--- config.mk ---
export PLATFORM = sky130hd
export DESIGN_NAME = sync_mod_counter
export DESIGN_NICKNAME = d
export VERILOG_FILES = /design/src/rtl/sync_mod_counter.sv
export SDC_FILE = /design/constraint.sdc
export NUM_CORES = 1
export LEC_CHECK = 0
export ABC_CLOCK_PERIOD_IN_PS = 2740
export CORE_AREA = 2 2 39 41
export CTS_CLUSTER_SIZE = 30
export DETAILED_ROUTE_END_ITERATION = 8
export DIE_AREA = 0 0 41 43
export PLACE_DENSITY = 0.72
export REMOVE_ABC_BUFFERS = 1
export SETUP_SLACK_MARGIN = 0.1
export SLEW_MARGIN = 20
export SYNTH_ARGS = -nofsm -noshare
export SYNTH_HDL_FRONTEND = slang
export SYNTH_SLANG_ARGS = --single-unit
export TNS_END_PERCENT = 20
--- constraint.sdc ---
create_clock -name clk -period 2.74 [get_ports clk]
set_clock_uncertainty 0.2 [all_clocks]
set_input_delay 0.411 -clock clk [delete_from_list [all_inputs] [get_ports clk]]
set_output_delay 0.411 -clock clk [all_outputs]
set_load 0.05 [all_outputs]
--- src/rtl/sync_mod_counter.sv ---
// sync_mod_counter
// Parametrised synchronous modulo-N up/down counter with parallel load,
// cascade carry chain, optional saturation, registered Gray output and a
// sticky overflow flag. Chain instances by wiring cout of the lower digit
// into cin of the next digit up.
module sync_mod_counter #(
    parameter int WIDTH    = 4,
    parameter int MODULUS  = 16,
    parameter bit SATURATE = 1'b0
) (
    input  logic             clk,
    input  logic             rst_n,
    input  logic             en,
    input  logic             cin,
    input  logic             up_dn,
    input  logic             load,
    input  logic [WIDTH-1:0] load_val,
    output logic [WIDTH-1:0] count,
    output logic [WIDTH-1:0] gray,
    output logic             tc,
    output logic             cout,
    output logic             ovf
);

    // Highest legal count value, and the modulus in one extra bit so that
    // MODULUS == 2^WIDTH is representable and the load clamp never fires.
    localparam logic [WIDTH-1:0] MAXCOUNT = WIDTH'(MODULUS - 1);
    localparam logic [WIDTH:0]   MODWIDE  = (WIDTH+1)'(MODULUS);

    logic             step;
    logic             atTop;
    logic             atBottom;
    logic [WIDTH-1:0] loadTarget;
    logic [WIDTH-1:0] nextCount;
    logic             nextOvf;

    // Boundary detection and the cascade qualifier. A stage only advances
    // when both its own enable and the carry from the stage below are high.
    always_comb begin
        step     = en & cin;
        atTop    = (count == MAXCOUNT);
        atBottom = (count == '0);
    end

    // Terminal count follows the current direction with no registered copy
    // of up_dn. The carry-out is suppressed during a load because a load
    // never produces a wrap, so the next stage must not advance with it.
    always_comb begin
        tc   = up_dn ? atTop : atBottom;
        cout = tc & en & cin & ~load;
    end

    // Load values at or beyond the modulus clamp to the top of the range.
    // load_val is only consumed inside the load branch of the next-state
    // logic, so an unknown load_val cannot leak into the count otherwise.
    always_comb begin
        loadTarget = load_val;
        if ({1'b0, load_val} >= MODWIDE) begin
            loadTarget = MAXCOUNT;
        end
    end

    // Next-state count and overflow. Load beats stepping; stepping at a
    // bound either wraps or holds depending on SATURATE, and in both cases
    // sets the sticky overflow flag, which only load or reset can clear.
    always_comb begin
        nextCount = count;
        nextOvf   = ovf;
        if (load) begin
            nextCount = loadTarget;
            nextOvf   = 1'b0;
        end else if (step) begin
            if (up_dn) begin
                if (atTop) begin
                    nextOvf   = 1'b1;
                    nextCount = SATURATE ? count : '0;
                end else begin
                    nextCount = count + 1'b1;
                end
            end else begin
                if (atBottom) begin
                    nextOvf   = 1'b1;
                    nextCount = SATURATE ? count : MAXCOUNT;
                end else begin
                    nextCount = count - 1'b1;
                end
            end
        end
    end

    // State register with synchronous active-low reset. Gray is encoded
    // from the next-state count so it changes on the same edge as count,
    // keeping gray == count ^ (count >> 1) true in every cycle.
    always_ff @(posedge clk) begin
        if (!rst_n) begin
            count <= '0;
            gray  <= '0;
            ovf   <= 1'b0;
        end else begin
            count <= nextCount;
            gray  <= nextCount ^ (nextCount >> 1);
            ovf   <= nextOvf;
        end
    end

endmodule
=== After elaboration in Yosys (flattened, before gate mapping) ===
Index checks and enable logic that the tools add are counted.

* Input bits: 10
* Logic and storage cells: 27
* Output and inout bits: 11
* Flip-flop bits (word level): 9

* Reductions and logical operators: 4
* Add/sub/neg operators: 2
* Equality and inequality tests: 2
* Bitwise gates (word level): 7
* Multiplexer cells: 9

{| class="wikitable"
|+ Operator list
! operator !! count
|-
| 4-bit two-way mux || 5
|-
| 4-bit by 1-bit adder with 4-bit output (second input constant) || 1
|-
| 1-bit AND || 4
|-
| 4-bit == test (second input constant) || 1
|-
| 4-bit zero test || 1
|-
| 1-bit two-way mux || 4
|-
| 4-bit by 1-bit subtractor with 4-bit output (second input constant) || 1
|-
| 4-bit by 3-bit bitwise XOR with 4-bit output || 1
|-
| 3-bit AND reduction || 1
|-
| 2-bit by 1-bit inequality test with 1-bit output (second input constant) || 1
|-
| 1-bit inverter || 2
|-
| 2-bit nonzero test || 1
|-
| 2-bit OR reduction || 1
|}

=== Logic depth before layout (Yosys ltp) ===
Gate-level depths: netlist of run 1.

* Depth after elaboration: 6
* Depth in mapped cells: 7
* Depth with buffers taken out: 7

=== Worst setup path before layout of run 1 ===
No wires, ideal clock.

* Path type: register to output
* From: register count[0]
* To: output cout
* Cell stages (with the launch flop): 6
* Arrival: 3732 ps
* Required time: 2129 ps
* Buffers on the path: 0
* Slack: -1603 ps
* Cell sequence: dfxtp_1 -> inv_1 -> ha_1 -> or3b_2 -> o21ai_0 -> nor3b_1

* Longest elaborated chain between the ends: 5
* Elaborated cells on any way between the ends: 6
* Those cells by class: eq/ne: 1; mux: 1; bitwise: 3; reduce/logical: 1

{| class="wikitable"
|+ Ends and longest elaborated chain
! element !! line !! source
|-
| start, declared || 18 || <nowiki>output logic [WIDTH-1:0] count,</nowiki>
|-
| start signal, assigned || 100 || <nowiki>count <= nextCount;</nowiki>
|-
| 4-bit == test or 4-bit zero test (tied branches) || 41, 42 ||
|-
| 1-bit two-way mux * || 49 || <nowiki>tc = up_dn ? atTop : atBottom;</nowiki>
|-
| named net tc || 20 || <nowiki>output logic tc,</nowiki>
|-
| 1-bit AND * (3 in a row) || 50 || <nowiki>cout = tc & en & cin & ~load;</nowiki>
|-
| end, declared || 21 || <nowiki>output logic cout,</nowiki>
|}

Mark *: on every way through the listed nets, which the timed path passes. The rest lies on a longest branch.

=== Worst setup path in the final report of run 1 ===
* From: register count[0]
* To: output cout

* Longest elaborated chain between the ends: 5
* Elaborated cells on any way between the ends: 6
* Those cells by class: eq/ne: 1; mux: 1; bitwise: 3; reduce/logical: 1

{| class="wikitable"
|+ Ends and longest elaborated chain
! element !! line
|-
| 4-bit == test or 4-bit zero test (tied branches) || 41, 42
|-
| 1-bit two-way mux * || 49
|-
| 1-bit AND * (3 in a row) || 50
|}

Mark *: on every way between the ends. The rest lies on a longest branch, timed or not.

==> results.json, run 1 <==
{
  "outcome": "complete, no violations",
  "maxSlewViolCount": 0,
  "die_w_um": 41,
  "hold_start": "ovf",
  "hold_violations": 0,
  "vias_per_cell": 5.24,
  "fin_crit_sh_pct": 92.4,
  "cp_num_cells": 6,
  "cp-startpoint": "count[0]",
  "end_kind": "primary output",
  "drcViolationCount": 0,
  "drive_above_1_share_pct": 17.5,
  "cts_setup_buffers": 0,
  "ys_ff_latch": 8,
  "gp_congestion": 0.842,
  "ys_seq_area_share_pct": 31.7,
  "finalSetupTns_ps": 0,
  "drt_iter0_markers": 4,
  "dp_cells": 93,
  "worst_pin_slew_ps": 498,
  "synthFlopType": "dfxtp_1",
  "clockBufferDepth": 2,
  "path_buf_inv": 2,
  "cp_data_required_time_ps": 2130,
  "clock_latency_ps": 260,
  "via_count": 503,
  "io_pins": 21,
  "setup_viol": 0,
  "reg2reg_from": "count[3]",
  "core-area_um2": 1380,
  "power_per_cell_area_nw_per_um2": 492,
  "fmax_mhz": 395,
  "cp.arrival_ps": 1920,
  "cp_top_family": "simple AND/OR/NAND/NOR gates",
  "start_util_pct": 36.5,
  "worst_slack_ps": 209,
  "wl_per_cell_um": 13.3,
  "grt_pass1_vias": 474,
  "cts_resized": 2,
  "layout.cells.most_common": "clkdlybuf4s50_1",
  "synth_enable_flop_cells": 0,
  "area_delta_synth_final_pct": 54.2,
  "grt_pass1_wl_um": 1990,
  "cts_inserted_buffers": 3,
  "grt_max_degree": 11,
  "drtAntennaViolNets": 0,
  "final_cell_count_no_fill": 96,
  "max_cap_viol_count": 0,
  "crit_chain": "inv_1 -> ha_1 -> or3b_2 -> o21ai_2 -> nor3b_4 -> buf_12",
  "synthTopCellsByArea": "dfxtp_1 32%, mux2i_1 5.9%, nor2_1 5.2%",
  "slowest_stage": "or3b_2",
  "layout_common_cells": "18 x clkdlybuf4s50_1, 7 x nor2_1, 7 x dfxtp_1",
  "rows": 14,
  "synth_cells": 58,
  "period_minus_slack_ps": 2530,
  "synth_top_cell_area_share_pct": 31.7,
  "worstSetupPathType": "flip-flop to primary output",
  "hold_path_class": "flip-flop to flip-flop",
  "htree_levels": 1,
  "rsz0062_at_grt": "no",
  "ys_types": 30,
  "wirelength_um": 1280,
  "dieArea_um2": 1760,
  "rr_worst_depth": 4,
  "min_path_cells": 2,
  "cpPeakStageDelay_ps": 470,
  "leakagePower_nw": 0.322,
  "startpoint_type": "flip-flop",
  "grt_usage_pct": 17.2,
  "grt_overflow_total": 0,
  "path_max_fanout": 8,
  "io_buffers": 20,
  "antenna_cells": 0,
  "syn_avg_cell_area_um2": 8.72,
  "nNetsFinal": 94,
  "peakVddDrop_mv": 0.259,
  "postCtsHoldBufs": 0,
  "antenna_found_initial": 0,
  "yosysWarnings": 0,
  "cts_tree": "built",
  "synth_area_um2": 505,
  "cts_root_buffer": "clkbuf_4",
  "post-dp-hpwl_um": 988,
  "clk_pin_slew_ps": 50,
  "ys_async_sr_fraction_pct": 0,
  "fp.dieH_um": 43,
  "finalPower_w": 0.000384,
  "hold_ws_ps": 338,
  "dr.pass1.iters": 4,
  "synth_top_area_cell": "dfxtp_1",
  "dp_worst_setup_slack_ps": 79.1,
  "cts.sinks": 8,
  "slew_headroom_pct": 66.7
}
==> worst reg2reg max path: cells and delay by family, from the launching register on <==
kind	cells	cell delay (ps)
flops	1	540
simple gates	1	480
mux	1	320
compound gates	2	430
==> report_power, final <==
group,switching [W],internal [W]
logic,0.0000888,0.0000668
clock network,0.0000393,0.0000500
registers,0.0000112,0.000128
total,0.000139,0.000244
==> cells in the mapped netlist (all sizes together) (2+ instances only) <==
| master | instances |
|---|---|
| mux2i | 3 |
| ha | 2 |
| a31oi | 2 |
| a21oi | 2 |
| xor2 | 3 |
| nor2 | 7 |
| nand2 | 2 |
| dfxtp | 8 |
| inv | 4 |
| buf | 3 |
| o21ai | 2 |
| nand3 | 3 |
==> metal layers <==
| metal | up-vias | part of all wire, % | track usage (%) | wire, µm |
|---|---|---|---|---|
| li1 | 257 | - | - | - |
| met1 | 230 | 44 | 19.2 | 562 |
| met5 | - | 0 | 0 | 0 |
| met4 | 0 | 0.78 | 6.00 | 10 |
| met3 | 2 | 5.5 | 9.42 | 71 |
| met2 | 14 | 50 | 26.6 | 635 |
==> sequential cells by signal (all words and copies together), names as in the netlist <==
signal and flops:
ovf 1, count 4, gray 3
==> logic make-up (layout without fill, tap and decap cells) <==
kind of cell / Yosys count / after routing / synth area share, %
muxes: 4 / 4 / 8.91
AOI/OAI and AO/OA: 13 / 13 / 19.3
DFF: 8 / 8 / 31.7
adders and majority gates: 2 / 2 / 4.95
xor gates and xnor gates: 4 / 4 / 6.93
buffers and inverters: 7 / 29 / 6.93
and+or+nand+nor: 20 / 20 / 21.3
==> through the flow <==
step / util, % / area, µm²
global route: 56.3 / 779
floorplan: - / 485
finish: 56.3 / 779
global placement: 53.5 / 741
CTS: 55.5 / 768
detailed placement: 53.5 / 741
==> path summary, 6_finish.rpt <==
kind / endpoint / slack, ps
worst max-delay path: cout / 210
worst min-delay path: ovf / 340
worst max register to register: gray[2] / 650
worst min register to register: ovf / 340
==> layout make-up <==
class / instances / area [µm²]
clock buffers: 3 / 22.5
fillers: 131 / 604
inverters: 4 / 15.0
multi-input cells: 43 / 325
flip-flops and latches: 8 / 161
well taps: 16 / 20.0
repair buffers: 22 / 235
(Power assumes the default switching activity.)
==> run 2: changes to the inputs <==
--- a/config.mk
+++ b/config.mk
@@ -7,11 +7,10 @@
 export LEC_CHECK = 0
 export ABC_CLOCK_PERIOD_IN_PS = 2740
 export CORE_AREA = 2 2 39 41
-export CTS_CLUSTER_SIZE = 30
+export CTS_CLUSTER_SIZE = 14
 export DETAILED_ROUTE_END_ITERATION = 8
 export DIE_AREA = 0 0 41 43
 export PLACE_DENSITY = 0.72
-export REMOVE_ABC_BUFFERS = 1
 export SETUP_SLACK_MARGIN = 0.1
 export SLEW_MARGIN = 20
 export SYNTH_ARGS = -nofsm -noshare
==> constraint.sdc (replaced) <==
create_clock -name clk -period 2.74 [get_ports clk]
set_clock_uncertainty 0.2 [all_clocks]
set_input_delay 0.274 -clock clk [delete_from_list [all_inputs] [get_ports clk]]
set_output_delay 0.274 -clock clk [all_outputs]
set_load 0.05 [all_outputs]
==> run 2 against run 1 <==
- global-route usage fell by 1.4 points
- critical path depth did not move
- maximum frequency rose by 1.9%
- cell count fell by 1.0%
- via count fell by 1.2%
- design area rose by 0.16%
- clock power barely moved
- die area did not move
- critical path type unchanged
- largest cell class unchanged
==> results.json, run 2 (same netlist as run 1, synthesis figures left out) <==
{
  "fmax_mhz": 403,
  "max_cap_viol_count": 0,
  "drtAntennaViolNets": 0,
  "dieArea_um2": 1760,
  "rsz0062_at_grt": "no",
  "worst_pin_slew_ps": 494,
  "top_register": "count",
  "post-dp-hpwl_um": 944,
  "outcome": "complete, no violations",
  "io_pins": 21,
  "setup_viol": 0,
  "layout_common_cells": "18 x clkdlybuf4s50_1, 7 x nor2_1, 6 x dfxtp_1",
  "period_minus_slack_ps": 2480,
  "cts_resized": 0,
  "path_max_fanout": 8,
  "cts_inserted_buffers": 3,
  "largest_register_ff_count": 4,
  "fin_crit_sh_pct": 90.6,
  "wl_per_cell_um": 12.1,
  "power_per_cell_area_nw_per_um2": 489,
  "cts_setup_buffers": 0,
  "grt_usage_pct": 15.8,
  "grt_max_degree": 11,
  "leakagePower_nw": 0.318,
  "grt_pass1_vias": 420,
  "drcViolationCount": 0,
  "peakVddDrop_mv": 0.356,
  "die_w_um": 41,
  "drive_above_1_share_pct": 17.7,
  "dp_worst_setup_slack_ps": 424,
  "gp_congestion": 0.837,
  "synth_fp_nets": 70,
  "end_kind": "primary output",
  "clk_pin_slew_ps": 60,
  "dp_cells": 92,
  "cpPeakStageDelay_ps": 500,
  "core-area_um2": 1380,
  "maxSlewViolCount": 0,
  "hold_violations": 0,
  "wirelength_um": 1150,
  "crit_chain": "inv_1 -> ha_1 -> or3b_2 -> o21ai_4 -> nor3b_4 -> buf_12",
  "postCtsHoldBufs": 0,
  "netSwitchingFraction_pct": 36.2,
  "start_util_pct": 36.5,
  "cp.arrival_ps": 2010,
  "via_count": 497,
  "cp_top_family": "simple AND/OR/NAND/NOR gates",
  "fp.dieH_um": 43,
  "cp_data_required_time_ps": 2270,
  "worstSetupPathType": "flip-flop to primary output",
  "layout.cells.most_common": "clkdlybuf4s50_1",
  "vias_per_cell": 5.23,
  "comb_power_share_pct": 40.2,
  "reg_top3": "count (4), gray (3), ovf (1)",
  "rows": 14,
  "clockPowerShare_pct": 23.3,
  "antenna_found_initial": 0,
  "hold_path_class": "flip-flop to flip-flop",
  "final_cell_count_no_fill": 95,
  "io_buffers": 20,
  "clockBufferDepth": 2,
  "nNetsFinal": 93,
  "htree_levels": 1,
  "path_buf_inv": 2,
  "slowest_stage": "or3b_2",
  "cts_root_buffer": "clkbuf_4",
  "drt_iter0_markers": 9,
  "area_delta_synth_final_pct": 54.5,
  "cts_tree": "built",
  "dr.pass1.iters": 4,
  "finalSetupTns_ps": 0,
  "cts.sinks": 8,
  "seqPwrFrac_pct": 36.5,
  "grt_pass1_wl_um": 1890,
  "startpoint_type": "flip-flop",
  "grt_overflow_total": 0,
  "antenna_cells": 0,
  "slew_headroom_pct": 67.0,
  "clock_latency_ps": 250,
  "intPower_w": 0.000244,
  "power.switching_w": 0.000138,
  "worst_slack_ps": 257
}
## run 2: cell types whose count changed in the layout (fill, tap and decap cells not counted), sizes merged
cell,previous run,this run
buf,4,3
## run 2: final timing paths
path	from	endpoint	slack (ps)	depth (start not counted)
worst max register to register	count[0]	gray[0]	610	7
worst min-delay path	ovf	ovf	370	2
worst max-delay path	count[0]	cout	260	6
worst min register to register	ovf	ovf	370	2
## run 2: final cells by class
cell class,count,area [µm²]
multi-input combinational,43,333
sequential,8,163
fill,138,603
tap,16,20.0
timing repair buffer,21,228
clock buffer,3,22.5
inverter,4,15.0
## run 2: metal layers
metal  GRT usage, %  wire length, µm  vias up  share of wire [%]
met5              0                0        -                  0
met4           6.00               15        0                1.3
met3           4.71               91        2                7.9
met2           22.8              546       18                 47
met1           21.6              500      224                 43
li1               -                -      253                  -
## run 2: tightest hold or removal path: stages, from the launching register on
cell and delay [ps]:
dfxtp_1 310, a31oi_1 150, nor3_1 60
## run 2: power by group through the flow
| stage | Combinational, W | Clock (W) | Sequential [W] |
|---|---|---|---|
| after detailed placement | 0.000154 | 0 | 0.000142 |
| after global routing | 0.000164 | 0.0000996 | 0.000141 |
| final | 0.000154 | 0.0000891 | 0.000139 |
| after global placement | 0.000154 | 0 | 0.000142 |
| after floorplan | 0.0000685 | 0 | 0.000175 |
| after CTS | 0.000155 | 0.0000925 | 0.000140 |
## run 2: stage by stage
stage | instance area, µm² | power [W] | utilization (%) | hold slack (ps)
5_1_grt | 781 | 0.000405 | 56.4 | 430
3_3_place_gp | 758 | 0.000295 | 54.8 | 314
4_1_cts | 781 | 0.000387 | 56.4 | 360
3_5_place_dp | 758 | 0.000297 | 54.8 | 347
2_1_floorplan | 531 | 0.000243 | - | 153
6_report | 781 | 0.000382 | 56.4 | 371
